File: src/rtl/alu_pkg.sv
// Shared constants for the Booth/restoring-division ALU datapath:
// control-bit positions, opcode codes and the datapath width.
package alu_pkg;

  localparam int WIDTH = 8;

  localparam int C0_IDX  = 0;
  localparam int C1_IDX  = 1;
  localparam int C2_IDX  = 2;
  localparam int C3_IDX  = 3;
  localparam int C4_IDX  = 4;
  localparam int C5_IDX  = 5;
  localparam int C6_IDX  = 6;
  localparam int C7_IDX  = 7;
  localparam int C8_IDX  = 8;
  localparam int C9_IDX  = 9;
  localparam int C10_IDX = 10;

  localparam logic [1:0] OP_ADD = 2'd0;
  localparam logic [1:0] OP_SUB = 2'd1;
  localparam logic [1:0] OP_MUL = 2'd2;
  localparam logic [1:0] OP_DIV = 2'd3;

  typedef logic [WIDTH-1:0] word_t;

endpackage

File: src/rtl/alu_datapath_if.sv
// Bus between the control unit and the ALU datapath.
// Optional feature macro: ALU_OVF_EN adds the ovf status line.
interface alu_datapath_if;

  logic [alu_pkg::WIDTH-1:0] inbus;
  logic [10:0]               control;
  logic                      Q0;
  logic                      Q_1;
  logic                      A7;
  logic                      count;
  logic [alu_pkg::WIDTH-1:0] outbus;
  logic                      out_valid;
`ifdef ALU_OVF_EN
  logic                      ovf;
`endif

  modport master (
    output inbus, control,
    input  Q0, Q_1, A7, count, outbus, out_valid
`ifdef ALU_OVF_EN
    , input ovf
`endif
  );

  modport slave (
    input  inbus, control,
    output Q0, Q_1, A7, count, outbus, out_valid
`ifdef ALU_OVF_EN
    , output ovf
`endif
  );

endinterface

File: src/rtl/add_sub8.sv
// 8-bit adder/subtractor; subtraction is A + ~B + 1.
// Optional feature macro: ALU_OVF_EN adds the signed-overflow output.
module add_sub8
  import alu_pkg::*;
(
  input  word_t a,
  input  word_t b,
  input  logic  sub,
  output word_t sum,
  output logic  carry
`ifdef ALU_OVF_EN
  , output logic ovf
`endif
);

  word_t      b_eff;
  logic [8:0] full;

  assign b_eff = sub ? ~b : b;
  assign full  = {1'b0, a} + {1'b0, b_eff} + {8'd0, sub};
  assign sum   = full[7:0];
  assign carry = full[8];

`ifdef ALU_OVF_EN
  // Signed overflow: operands agree in sign but the result does not.
  assign ovf = (a[7] == b_eff[7]) && (sum[7] != a[7]);
`endif

endmodule

File: src/rtl/alu_datapath.sv
// Shift/add datapath (A, Q, M, Q_1, qbit, step counter) driven by an 11-bit
// control word. Optional feature macro: ALU_OVF_EN adds the ovf flag.
module alu_datapath
  import alu_pkg::*;
(
  input  logic           clk,
  input  logic           reset,
  alu_datapath_if.slave  bus
);

  word_t      a_reg;
  word_t      q_reg;
  word_t      m_reg;
  logic       q_1;
  logic       qbit;
  logic [2:0] cnt;
  word_t      out_reg;
  logic       valid_reg;

  logic [10:0] c;
  logic        arith_we;
  word_t       sum;
  logic        unused_carry;
`ifdef ALU_OVF_EN
  logic        add_ovf;
  logic        ovf_reg;
`endif

  assign c        = bus.control;
  assign arith_we = c[C3_IDX] | c[C4_IDX] | c[C5_IDX];

  add_sub8 u_add_sub8 (
    .a     (a_reg),
    .b     (m_reg),
    .sub   (c[C5_IDX]),
    .sum   (sum),
    .carry (unused_carry)
`ifdef ALU_OVF_EN
    , .ovf (add_ovf)
`endif
  );

  // A-register writes are prioritised C2 > add/sub > right shift > left shift;
  // a losing shift also drops its Q/Q_1 side effects, and C0 suppresses shifts.
  always_ff @(posedge clk or negedge reset) begin
    if (!reset) begin
      a_reg     <= '0;
      q_reg     <= '0;
      m_reg     <= '0;
      q_1       <= 1'b0;
      qbit      <= 1'b0;
      cnt       <= '0;
      out_reg   <= '0;
      valid_reg <= 1'b0;
    end else begin
      if (c[C2_IDX]) begin
        a_reg <= '0;
      end else if (arith_we) begin
        a_reg <= sum;
        if (c[C5_IDX])
          qbit <= ~sum[7];
      end else if (c[C6_IDX] && !c[C0_IDX]) begin
        a_reg <= {a_reg[7], a_reg[7:1]};
        q_reg <= {a_reg[0], q_reg[7:1]};
        q_1   <= q_reg[0];
      end else if (c[C7_IDX] && !c[C0_IDX]) begin
        a_reg <= {a_reg[6:0], q_reg[7]};
        q_reg <= {q_reg[6:0], qbit};
      end

      if (c[C0_IDX]) begin
        q_reg <= bus.inbus;
        q_1   <= 1'b0;
        qbit  <= 1'b0;
      end

      if (c[C1_IDX])
        m_reg <= bus.inbus;

      if (c[C0_IDX])
        cnt <= '0;
      else if (c[C8_IDX])
        cnt <= cnt + 3'd1;

      // Result capture sees pre-edge A/Q, so it can share a cycle with a shift.
      if (c[C10_IDX])
        out_reg <= q_reg;
      else if (c[C9_IDX])
        out_reg <= a_reg;
      valid_reg <= c[C9_IDX] | c[C10_IDX];
    end
  end

`ifdef ALU_OVF_EN
  always_ff @(posedge clk or negedge reset) begin
    if (!reset)
      ovf_reg <= 1'b0;
    else if (c[C0_IDX])
      ovf_reg <= 1'b0;
    else if (arith_we)
      ovf_reg <= add_ovf;
  end

  assign bus.ovf = ovf_reg;
`endif

  assign bus.Q0        = q_reg[0];
  assign bus.Q_1       = q_1;
  assign bus.A7        = a_reg[7];
  assign bus.count     = (cnt == 3'd7);
  assign bus.outbus    = out_reg;
  assign bus.out_valid = valid_reg;

endmodule
File: src/flat_wrapper.sv
// flat-port wrapper written by rule: the top's interface ports become plain ports
module alu_datapath_flat import alu_pkg::*;
  (clk, reset, bus_inbus, bus_control, bus_Q0, bus_Q_1, bus_A7, bus_count, bus_outbus, bus_out_valid);
  alu_datapath_if bus_i ();
  input  logic clk;
  input  logic reset;
  input wire logic [$bits(bus_i.inbus)-1:0] bus_inbus;
  input wire logic [$bits(bus_i.control)-1:0] bus_control;
  output wire logic [$bits(bus_i.Q0)-1:0] bus_Q0;
  output wire logic [$bits(bus_i.Q_1)-1:0] bus_Q_1;
  output wire logic [$bits(bus_i.A7)-1:0] bus_A7;
  output wire logic [$bits(bus_i.count)-1:0] bus_count;
  output wire logic [$bits(bus_i.outbus)-1:0] bus_outbus;
  output wire logic [$bits(bus_i.out_valid)-1:0] bus_out_valid;
  assign bus_i.inbus = bus_inbus;
  assign bus_i.control = bus_control;
  assign bus_Q0 = bus_i.Q0;
  assign bus_Q_1 = bus_i.Q_1;
  assign bus_A7 = bus_i.A7;
  assign bus_count = bus_i.count;
  assign bus_outbus = bus_i.outbus;
  assign bus_out_valid = bus_i.out_valid;
  alu_datapath u_core (.clk(clk), .reset(reset), .bus(bus_i));
endmodule
File: config.mk
export PLATFORM = sky130hd
export DESIGN_NAME = alu_datapath_flat
export DESIGN_NICKNAME = d
export VERILOG_FILES = /design/src/rtl/alu_pkg.sv /design/src/rtl/alu_datapath_if.sv /design/src/rtl/add_sub8.sv /design/src/rtl/alu_datapath.sv /design/src/flat_wrapper.sv
export SDC_FILE = /design/constraint.sdc
export NUM_CORES = 1
export LEC_CHECK = 0
export CAP_MARGIN = 15
export CORE_ASPECT_RATIO = 1.75
export CORE_MARGIN = 4
export CORE_UTILIZATION = 63
export CTS_CLUSTER_SIZE = 28
export DETAILED_ROUTE_END_ITERATION = 7
export DONT_BUFFER_PORTS = 1
export GPL_TIMING_DRIVEN = 1
export PLACE_DENSITY = 0.82
export SETUP_SLACK_MARGIN = 0.2
export SYNTH_ARGS = -nofsm -noshare
export SYNTH_HDL_FRONTEND = slang
export SYNTH_SLANG_ARGS = --single-unit
File: constraint.sdc
create_clock -name clk -period 2.9 [get_ports clk]
set_input_delay 0.58 -clock clk [delete_from_list [all_inputs] [get_ports clk]]
set_output_delay 0.58 -clock clk [all_outputs]
set_load 0.05 [all_outputs]
==> impl_metrics.py <==
metrics = {
    "status": {
        "status": "finished clean",
    },
    "synth": {
        "yosysWarningCount": 0,
        "ys_ff_latch": 38,
        "ys.flop_type": "dfrtp_1",
        "yosys.area.top_type": "dfrtp_1",
        "netlist_instances": 233,
        "netlist-cell-type-count": 47,
        "synth_xor_area_share_pct": 4.60,
        "netlist_area_um2": 2280,
        "synth_area_per_cell_um2": 9.80,
        "synth_fp_nets": 263,
        "synth_compound_area_share_pct": 15.3,
        "synth_edf_count": 0,
        "synth-simple-area-share_pct": 14.8,
        "yosysSeqAreaShare_pct": 41.6,
        "synthArstFlopShare_pct": 100,
        "synth_top_area_share_pct": 41.6,
        "muxShareOfSynthArea_pct": 15.0,
        "synth_top_family_by_area": "compound AO/OA/AOI/OAI gates",
        "netlist_top_cells_area": "dfrtp_1 42%, mux2i_1 11%, a21oi_1 4.6%",
        "synth_adder_area_share_pct": 5.26,
    },
    "timing": {
        "fmax_ghz": 0.444,
        "clock_skew_ns": 0.00975,
        "rsz0062_at_grt": "false",
        "relSlewSlack_pct": 57.8,
        "maxSlewViolCount": 0,
        "fin_crit_sh_pct": 77.7,
        "setup_viol": 0,
        "tightest_slew_ns": 0.632,
        "post-route-min-period_ns": 2.25,
        "finalHoldViolCount": 0,
        "finalSetupTns_ns": 0,
    },
    "clocking": {
        "clock_latency_ns": 0.29,
        "cts-buffers-inserted": 5,
        "root_buffer": "clkbuf_8",
        "cts_setup_buffers": 0,
        "clockBufferDepth": 2,
        "tritoncts": "yes",
        "h-tree-depth": 2,
        "ctsResizeCount": 0,
        "cts.sinks": 38,
        "clk_pin_slew_ns": 0.08,
    },
    "place": {
        "dp_cells": 267,
        "place_area_um2": 2280,
        "globalplace.congestion": 0.865,
        "io_buffers": 0,
        "dp.final_hpwl_um": 3760,
    },
    "floorplan": {
        "row_count": 28,
        "fp.dieW_um": 53.5,
        "die_area_um2": 4690,
        "die_y_um": 87.6,
        "boundaryPins": 34,
        "floorplan.initialDensity_pct": 66.5,
        "core-area_um2": 3430,
    },
    "grt": {
        "grt_pass1_wl_um": 8440,
        "grt_pass1_vias": 1730,
        "grt_max_degree": 39,
        "overflow": 0,
        "grt.total_usage_pct": 25.3,
        "antenna_found_initial": 0,
    },
    "drt": {
        "wl_per_cell_um": 18.3,
        "wirelength_um": 5060,
        "drc_errors": 0,
        "vias": 1710,
        "viasPerCell": 6.20,
        "drt_iter0_markers": 57,
        "ant_nets": 0,
        "first_pass_iters": 5,
    },
    "layout": {
        "nets": 260,
        "drive_gt1_share_pct": 6.93,
        "fin_area_um2": 2390,
        "layout.cells.non_filler": 276,
        "fillers": 287,
        "final_common_cell": "dfrtp_1",
        "final_cell_mix": "38 x dfrtp_1, 24 x mux2i_1, 23 x nor2_1, 21 x a21oi_1, 21 x nand2_1",
        "syn2layout_area_growth_pct": 4.77,
        "diodes": 0,
    },
    "flow_run": {
        "cap_violations": 0,
    },
    "power": {
        "ir_drop_uv": 642,
        "power_leakage_nw": 1.10,
        "p_per_area_nw_per_um2": 776,
    },
    "worst_setup_path": {
        "worst_setup_path_start_kind": "flip-flop",
        "reg2reg_to": "u_core.a_reg[4]",
        "reg2reg_slack_ns": 0.65,
        "path_class": "reg2reg",
        "setup.worst_path.end_class": "flip-flop",
        "cp.arrival_ns": 2.43,
        "rr_worst_depth": 7,
        "path_max_fanout": 4,
        "critPathRequiredTime_ns": 3.07,
        "timing.rr.start": "u_core.m_reg[0]",
    },
    "worst_hold_path": {
        "holdCritPathClass": "in2async",
    },
}
repair_timing:
item                                    in CTS  in global routing
endpoints found under the hold margin       38                  0
hold buffers                                 1                  0
endpoints found under the setup margin       0                  0
layout make-up:
type / count / area, um2 / share of cell area [%]
clock inverter: 1 / 5.00 / 0.209
clock buffer: 7 / 86.3 / 3.61
timing repair buffer: 2 / 27.5 / 1.15
inverter: 3 / 11.3 / 0.471
sequential: 38 / 951 / 39.7
multi-input combinational: 180 / 1250 / 52.5
tap: 45 / 56.3 / 2.35
logic make-up (layout without fill, tap and decap cells):
family,after synthesis,in the layout
DFF,38,38
adders and majority gates,9,9
muxes,33,33
xor gates and xnor gates,12,12
AOI/OAI and AO/OA,58,58
and+or+nand+nor,68,68
buffers and inverters,15,13
report_power, final:
part           internal [mW]  switching [mW]
clock network          0.192           0.180
registers              0.626           0.259
logic                  0.295           0.306
per-stage QoR:
stage	setup slack (ns)	hold WS (ns)	util, %	total power [mW]
floorplan	0.409	0.284	-	1.35
global placement	0.649	0.285	66.4	1.46
detailed placement	0.603	0.285	66.4	1.47
CTS	0.672	0.123	69.7	1.86
global route	0.408	0.121	69.7	1.98
finish	0.646	0.113	69.7	1.86
synth_stat cells, types with 2 or more instances:
master,count
nor2_1,23
o21ai_2,2
buf_2,2
nor3_1,4
o21ai_0,2
clkbuf_1,6
mux2i_1,24
and3_1,2
nand3b_1,3
a21oi_1,21
ha_1,8
nand2_1,21
nor2b_1,2
a22o_1,3
buf_6,2
xor2_1,9
inv_1,2
dfrtp_1,38
o221ai_1,2
xnor2_1,3
o21ai_1,17
a221o_1,2
nor3b_1,2
mux2_1,8
a21o_1,3
worst max-delay path, stage by stage (launching register included):
cell and delay (ns):
dfrtp_1 0.44, mux2i_1 0.35, inv_1 0.10, fa_1 0.40
a21o_1 0.20, a21o_1 0.20, xor2_1 0.14, a221o_1 0.32
how the worst max path moves through the flow:
stage / startpoint / to / slack [ns] / cells past startpoint
final: u_core.m_reg[0] / u_core.a_reg[4] / 0.65 / 7
after global routing: u_core.m_reg[0] / u_core.a_reg[6] / 0.41 / 8
after CTS: u_core.m_reg[0] / u_core.a_reg[4] / 0.67 / 7
after detailed placement: bus_control[5] / u_core.a_reg[7] / 0.60 / 7
after global placement: bus_control[5] / u_core.a_reg[7] / 0.65 / 7
after floorplan: bus_control[5] / u_core.a_reg[7] / 0.41 / 8
metal layers:
metal  global-route usage [%]  part of all wire, %  wire length, um  vias up
met5                        0                    0                0        -
met4                     17.4                  5.6              281        0
met3                     6.64                  7.6              384       26
met2                     40.4                   51             2580       72
met1                     28.5                   36             1810      784
li1                         -                    -                -      828
(Power assumes the default switching activity.)
